**src/rtl/latch2bit_serial_tx.sv**
```systemverilog
// Serial transmitter for 2-bit words: a small FIFO feeds a framer that sends
// start, D[1], D[0], stop on tx, each bit held for DIV clock cycles.
module latch2bit_serial_tx #(
  parameter int DEPTH = 4,
  parameter int DIV   = 4
) (
  input  logic                         clk,
  input  logic                         reset,
  input  logic                         en,
  input  logic [1:0]                   D,
  output logic                         ready,
  output logic                         tx,
  output logic                         busy,
  output logic [$clog2(DEPTH+1)-1:0]   count
);

  localparam int CW = $clog2(DEPTH + 1);
  localparam int AW = (DEPTH > 1) ? $clog2(DEPTH) : 1;
  localparam int BW = (DIV > 1) ? $clog2(DIV) : 1;
  localparam logic [CW-1:0] FULL = CW'(DEPTH);
  localparam logic [BW-1:0] LAST = BW'(DIV - 1);

  typedef enum logic [2:0] {IDLE, START, BIT1, BIT0, STOP} state_t;

  state_t        state;
  logic [1:0]    mem [DEPTH];
  logic [AW-1:0] wr_ptr;
  logic [AW-1:0] rd_ptr;
  logic [BW-1:0] bit_cnt;
  logic [1:0]    shift;
  logic          wr;
  logic          pop;
  logic          bit_end;

  // ready comes from the registered count, so a full FIFO refuses a write
  // even on the edge that pops.
  assign ready   = (count != FULL);
  assign wr      = en && ready;
  assign bit_end = (bit_cnt == LAST);
  assign pop     = (count != '0) && ((state == IDLE) || (state == STOP && bit_end));

  always_ff @(posedge clk) begin
    if (!reset && wr) mem[wr_ptr] <= D;
  end

  always_ff @(posedge clk) begin
    if (reset) begin
      wr_ptr <= '0;
      rd_ptr <= '0;
      count  <= '0;
    end else begin
      if (wr)  wr_ptr <= wr_ptr + AW'(1);
      if (pop) rd_ptr <= rd_ptr + AW'(1);
      case ({wr, pop})
        2'b10:   count <= count + CW'(1);
        2'b01:   count <= count - CW'(1);
        default: count <= count;
      endcase
    end
  end

  always_ff @(posedge clk) begin
    if (reset) begin
      state   <= IDLE;
      tx      <= 1'b1;
      busy    <= 1'b0;
      bit_cnt <= '0;
      shift   <= '0;
    end else begin
      case (state)
        IDLE: begin
          bit_cnt <= '0;
          tx      <= 1'b1;
          if (pop) begin
            shift <= mem[rd_ptr];
            tx    <= 1'b0;
            busy  <= 1'b1;
            state <= START;
          end
        end
        START, BIT1, BIT0: begin
          if (!bit_end) begin
            bit_cnt <= bit_cnt + BW'(1);
          end else begin
            bit_cnt <= '0;
            case (state)
              START:   begin tx <= shift[1]; state <= BIT1; end
              BIT1:    begin tx <= shift[0]; state <= BIT0; end
              default: begin tx <= 1'b1;     state <= STOP; end
            endcase
          end
        end
        STOP: begin
          if (!bit_end) begin
            bit_cnt <= bit_cnt + BW'(1);
          end else begin
            bit_cnt <= '0;
            // Back-to-back launch straight out of STOP keeps the line gap-free.
            if (pop) begin
              shift <= mem[rd_ptr];
              tx    <= 1'b0;
              state <= START;
            end else begin
              tx    <= 1'b1;
              busy  <= 1'b0;
              state <= IDLE;
            end
          end
        end
        default: begin
          state   <= IDLE;
          tx      <= 1'b1;
          busy    <= 1'b0;
          bit_cnt <= '0;
        end
      endcase
    end
  end

endmodule

```
**config.mk**
```make
export PLATFORM = sky130hd
export DESIGN_NAME = latch2bit_serial_tx
export DESIGN_NICKNAME = d
export VERILOG_FILES = /design/src/rtl/latch2bit_serial_tx.sv
export SDC_FILE = /design/constraint.sdc
export NUM_CORES = 1
export LEC_CHECK = 0
export BUFFER_PORTS_ARGS = -buffer_cell sky130_fd_sc_hd__buf_2
export CAP_MARGIN = 10
export CORE_MARGIN = 2
export CORE_UTILIZATION = 57
export DETAILED_ROUTE_END_ITERATION = 8
export GPL_TIMING_DRIVEN = 0
export HOLD_SLACK_MARGIN = 0.15
export PLACE_DENSITY = 0.82
export SLEW_MARGIN = 10
export SYNTH_ARGS = -nofsm -noshare
export SYNTH_HDL_FRONTEND = slang
export SYNTH_SLANG_ARGS = --single-unit
```
**constraint.sdc**
```tcl
create_clock -name clk -period 4.56 [get_ports clk]
set_clock_uncertainty 0.05 [all_clocks]
set_input_delay 0.684 -clock clk [delete_from_list [all_inputs] [get_ports clk]]
set_output_delay 0.684 -clock clk [all_outputs]
set_load 0.01 [all_outputs]
```
==> metrics.yaml, run 1 <==
timing.fmax_ghz: 0.407
core_sq_um: 2000
die_x_um: 50.4
timing.rr.start: "count[2]$_SDFFE_PP0P_"
hold_class: "flop to flop"
cts_root_buf: "clkbuf_4"
cp-start-kind: "flop"
yosys_warnings: 0
wl_per_cell_um: 13.8
status: "finished, final reports clean"
fillers: 161
synth_nets: 129
wl_mm: 2.19
die_h_um: 50.4
areaGrowthSynthToFinish_pct: 11.1
p_seq_frac: 0.413
cap_viol_max_count: 0
first_pass_iters: 4
cts_tree: "built"
drcViolationCount: 0
diodes: 0
vias_per_cell: 5.73
port_buffers: 10
max_stage_delay_ps: 430
antenna_left: 0
ys_types: 36
ys_ff_latch: 26
setup_tns_ps: 0
overflow: 0
maxSlewHeadroom: 0.582
cp.required_ps: 4770
combPwrFrac: 0.390
synth_cells: 117
p_per_area_nw_per_um2: 581
cp_common_cell: "inv_1"
rows: 16
syn-cell-area_sq_um: 1230
crit_type: "flop to flop"
rsz0062_at_grt: "no"
switching_share: 0.346
grt_pass1_vias: 857
clockPowerShare: 0.197
switching_power_uw: 274
finalHoldViolations: 0
synthFlopType: "dfxtp_1"
grt_max_degree: 16
first_iter_violations: 30
cpMaxStageDelayCell: "dfxtp_1"
finalSetupViolCount: 0
synth_edf_count: 8
cts_setup_buffers: 0
endpoint: "count[2]$_SDFFE_PP0P_"
nets: 144
dieArea_sq_um: 2540
power.leakage_uw: 0.000537
antenna_found_initial: 0
drive_above_1_share: 0.168
cp-startpoint: "count[2]$_SDFFE_PP0P_"
gp_congestion: 0.814
worstPathArrival_ps: 2660
path_clk_slew_ps: 140
worst-slew-pin-transition_ps: 622
reg2reg_setup_slack_ps: 2110
grt_util_all_layers: 0.206
cp_num_buf_inv: 2
cp.depth: 9
period_share: 0.538
numCtsBuffers: 3
period_needed_ps: 2450
peakVddDrop_mv: 0.386
slew_viol_final: 0
hold_buffers: 0
num_vias: 905
whs_ps: 396
cts.sinks: 26
hpwl_mm: 1.55
r2r_end: "count[2]$_SDFFE_PP0P_"
initial_utilization: 0.613
io_pins: 11
critPathTopFamily: "simple AND/OR/NAND/NOR gates"
final_cells: 158
p_int_uw: 518
htree_levels: 1
path_cells: "nor3b_1, inv_1, nand2_1, ha_1, inv_1, fa_1, xor2_1, or3_1, a21oi_1"
clockBufferDepth: 2
ys_seq_area_frac: 0.489
synth_area_per_cell_sq_um: 10.5
async_reset_ff_frac: 0
dp.cells: 154
endpoint_kind: "flop"
critPathMaxFanout: 6
r2r.worst_path.cells: 9
grt_pass1_wl_mm: 3.88
worstSkewPairLatency_ps: 320
cts_resized: 0
==> cell families after synthesis <==
family,share of synthesized area
fa+ha+maj,0.0775
flops,0.489
xor+xnor,0.0214
simple gates,0.186
buf+inv,0.0591
compound gates,0.121
mux,0.0459
==> synth_stat cells, types with 2 or more instances <==
library cell / number / share of area
dfxtp_1: 18 / 0.29
a21oi_1: 10 / 0.041
inv_1: 10 / 0.031
edfxtp_1: 8 / 0.20
ha_1: 6 / 0.061
nor2_1: 5 / 0.015
nor3_1: 5 / 0.020
and2_1: 4 / 0.020
nand2_1: 4 / 0.012
nand4_1: 4 / 0.020
o21ai_0: 4 / 0.016
o31ai_1: 4 / 0.024
or3_1: 4 / 0.020
nand3_1: 3 / 0.012
xor2_1: 3 / 0.021
clkbuf_1: 2 / 0.0061
mux4_2: 2 / 0.037
nor3b_1: 2 / 0.012
nor4b_1: 2 / 0.014
==> placed cells by master, fill, tap and decap left out, drive strengths merged, types with 2 or more instances in the layout <==
cell type | synthesis | final
a21oi | 10 | 10
o21ai | 4 | 4
edfxtp | 8 | 8
o31ai | 4 | 4
inv | 10 | 10
and2 | 4 | 4
buf | 4 | 14
nor3b | 2 | 2
nor2b | 2 | 2
nand4 | 4 | 4
dfxtp | 18 | 18
nand2 | 4 | 4
clkbuf | 2 | 5
nor4b | 2 | 2
or3 | 4 | 4
nor2 | 5 | 5
xor2 | 3 | 3
mux4 | 2 | 2
nand3 | 3 | 3
ha | 6 | 6
nor3 | 5 | 5
==> state kept, by name (all words and copies together) (netlist names), named ones only <==
| register | cells |
|---|---|
| mem | 8 |
| count | 3 |
| state | 3 |
| bit_cnt | 2 |
| rd_ptr | 2 |
| shift | 2 |
| wr_ptr | 2 |
| busy | 1 |
| tx | 1 |
==> cell type report <==
cell class,count,area [sq um],area share
Timing Repair Buffer,10,50.0,0.0367
Multi-Input combinational cell,75,554,0.406
Clock buffer,3,22.5,0.0165
Inverter,10,37.5,0.0275
Tap cell,27,33.8,0.0248
Buffer,6,35.0,0.0257
Sequential cell,26,601,0.440
Clock inverter,1,30.0,0.0220
==> metrics by stage <==
| stage | instance area (sq um) | setup WS [ps] | power, uW | utilization |
|---|---|---|---|---|
| CTS | 1360 | 2090 | 794 | 0.681 |
| detailed placement | 1310 | 2120 | 638 | 0.655 |
| floorplan | 1230 | 2310 | 560 | - |
| finish | 1360 | 2110 | 792 | 0.681 |
| global route | 1360 | 1940 | 851 | 0.681 |
| global placement | 1310 | 2280 | 616 | 0.655 |
==> worst min path at each step <==
stage	startpoint	endpoint	cells past startpoint	slack [ps]
after floorplan	bit_cnt[0]$_SDFF_PP0_	bit_cnt[0]$_SDFF_PP0_	1	360
after global placement	bit_cnt[0]$_SDFF_PP0_	bit_cnt[0]$_SDFF_PP0_	1	370
after global routing	bit_cnt[0]$_SDFF_PP0_	bit_cnt[0]$_SDFF_PP0_	1	420
final	bit_cnt[0]$_SDFF_PP0_	bit_cnt[0]$_SDFF_PP0_	1	400
after CTS	bit_cnt[0]$_SDFF_PP0_	bit_cnt[0]$_SDFF_PP0_	1	400
after detailed placement	bit_cnt[0]$_SDFF_PP0_	bit_cnt[0]$_SDFF_PP0_	1	380
==> power groups by stage <==
stage          Clock, uW  Sequential [uW]  Combinational (uW)
2_1_floorplan          0              331                 229
3_3_place_gp           0              327                 289
3_5_place_dp           0              332                 306
4_1_cts              158              327                 309
5_1_grt              169              333                 349
6_report             156              327                 309
==> metal layers <==
layer  track usage  share of wire  up-vias  routed length (um)
li1              -              -      449                   -
met1         0.267           0.45      432                 992
met2         0.336           0.49       22                1070
met3        0.0565          0.049        2                 106
met4        0.0631         0.0082        0                  18
met5             0              0        -                   0
Note: power is estimated with default switching activity, not from simulation.
==> run 2: changes to the inputs <==
ABC_AREA = 1   (was unset)
CORE_ASPECT_RATIO = 0.6   (was unset)
CORE_UTILIZATION = 51   (was 57)
PLACE_DENSITY = 0.78   (was 0.82)
clock period = 2.06 ns   (was 4.56 ns; I/O delays follow)
==> metrics.yaml, run 2 <==
status: "finished, final reports clean"
cts_tree: "built"
fillers: 178
reg2reg_setup_slack_ps: 120
cp-start-kind: "flop"
initial_utilization: 0.562
hold_class: "primary input to flop"
hpwl_mm: 1.73
dp.cells: 185
period_needed_ps: 1940
numCtsBuffers: 3
largest_reg_flops: 8
layout_commonest_cell: "inv_1"
cts_root_buf: "clkbuf_8"
die_x_um: 68.2
whs_ps: 195
vias_per_cell: 5.13
synth_area_leader_cell: "dfxtp_1"
ys_seq_area_frac: 0.476
antenna_found_initial: 0
grt_pass1_vias: 957
crit_type: "flop to flop"
port_buffers: 10
endpoint_kind: "flop"
first_pass_iters: 4
r2r.worst_path.cells: 12
top_regs: "mem x8, count x3, state x3"
worst-slew-pin-transition_ps: 217
yosys_warnings: 0
synth_common_cells: "inv_1 (21), nor2_1 (19), dfxtp_1 (18), o21ai_0 (14), nand2_1 (13)"
gp_congestion: 0.852
period_share: 0.939
endpoint: "count[2]$_SDFFE_PP0P_"
rows: 13
peakVddDrop_mv: 0.829
drcViolationCount: 0
overflow: 0
areaGrowthSynthToFinish_pct: 19.9
final_cell_mix: "inv_1 (20), nor2_1 (19), dfxtp_1 (14), o21ai_0 (12), nand2_1 (12)"
core_sq_um: 2240
synth_most_common_cell: "inv_1"
die_h_um: 42.5
critPathMaxFanout: 4
grt_util_all_layers: 0.195
worstHoldStart: "reset"
path_clk_slew_ps: 90
final_cells: 197
synth_nets: 157
regMostFlops: "mem"
cap_viol_max_count: 0
wl_per_cell_um: 12.8
htree_levels: 1
worstPathArrival_ps: 2050
synthTopCellsByArea: "dfxtp_1 (29%), edfxtp_1 (19%), inv_1 (6.3%), ha_1 (6.0%), nor2_1 (5.7%)"
grt_pass1_wl_mm: 4.03
power.leakage_uw: 0.000647
clockBufferDepth: 2
ys_types: 22
slew_viol_final: 0
timing.fmax_ghz: 0.517
cp-startpoint: "bit_cnt[0]$_SDFF_PP0_"
grt_max_degree: 14
async_reset_ff_frac: 0
synth_top_area_frac: 0.286
finalHoldViolations: 0
synth_cells: 145
r2r_end: "count[2]$_SDFFE_PP0P_"
num_vias: 1010
finalSetupViolCount: 0
cpMaxStageDelayCell: "fa_2"
nets: 181
diodes: 0
timing.rr.start: "bit_cnt[0]$_SDFF_PP0_"
p_per_area_nw_per_um2: 1430
dieArea_sq_um: 2900
synthFlopType: "dfxtp_1"
maxSlewHeadroom: 0.854
antenna_left: 0
io_pins: 11
max_stage_delay_ps: 370
syn-cell-area_sq_um: 1260
synth_edf_count: 8
cts.sinks: 26
drive_above_1_share: 0.335
cp.required_ps: 2170
totalPowerFinal_uw: 2160
worstSkewPairLatency_ps: 270
path_cells: "ha_4, nor2_4, nor2_4, nand2_4, inv_8, ha_4, inv_4, fa_2, a21oi_2, o21ai_2, o21ai_1, a21oi_1"
first_iter_violations: 86
ys_ff_latch: 26
wl_mm: 2.52
synth_area_per_cell_sq_um: 8.70
[run 2: cell count changes after synthesis, moves of 5 or more]
cell | previous run | this run
inv_1 | 10 | 21
nand2_1 | 4 | 13
nor2_1 | 5 | 19
nor3_1 | 5 | 0
o21ai_0 | 4 | 14
[run 2: logic make-up after synthesis]
family                     after synthesis  share of synthesized area
buffers and inverters                   27                     0.0853
DFF                                     26                      0.476
adders and majority gates                7                     0.0754
AOI/OAI and AO/OA                       33                      0.143
and+or+nand+nor                         52                      0.220
[run 2: critical path, delay by kind of cell, from the launching register on]
kind | cells | cell delay, ps
compound gates | 4 | 380
fa+ha+maj | 3 | 650
flops | 1 | 350
buf+inv | 2 | 110
simple gates | 3 | 270
[run 2: area by class of cell]
type                            count  area (sq um)  share of cell area
Buffer                              1          5.00             0.00331
Sequential cell                    26           606               0.400
Clock buffer                        3          41.3              0.0273
Timing Repair Buffer               19           118              0.0778
Inverter                           26           110              0.0728
Tap cell                           30          37.5              0.0248
Multi-Input combinational cell     92           596               0.394
[run 2: metal layers]
layer / global-route usage / up-vias / share of wire
li1: - / 510 / -
met1: 0.257 / 462 / 0.48
met2: 0.280 / 32 / 0.46
met3: 0.0672 / 6 / 0.051
met4: 0.100 / 0 / 0.015
met5: 0 / - / 0
[run 2: worst min-delay path by stage]
stage | endpoint | slack [ps] | cells past startpoint
floorplan | busy$_SDFFE_PP0P_ | 330 | 1
global placement | bit_cnt[0]$_SDFF_PP0_ | 360 | 1
detailed placement | bit_cnt[0]$_SDFF_PP0_ | 360 | 1
CTS | state[2]$_SDFFE_PP0P_ | 180 | 2
global route | busy$_SDFFE_PP0P_ | 190 | 2
finish | busy$_SDFFE_PP0P_ | 200 | 2
[run 2: power by group]
part	total [uW]	internal (uW)	switching (uW)
sequential	760	659	101
combinational	1120	460	659
clock	283	131	152
total	2160	1250	912
[run 2: stage by stage]
stage	worst slack, ps	utilization	setup TNS, ps	instance area [sq um]
floorplan	77.1	-	0	1260
global placement	-56.5	0.601	-56.5	1350
detailed placement	-98.8	0.601	-98.8	1350
CTS	9.52	0.632	0	1420
global route	-3.94	0.674	-3.94	1510
finish	125	0.674	0	1510
[run 2: what timing repair did]
item,in CTS,in global routing
setup endpoints to repair,1,1
buffers inserted,1,8
gates resized for setup,6,13
pin swaps,0,5
hold buffers,0,0
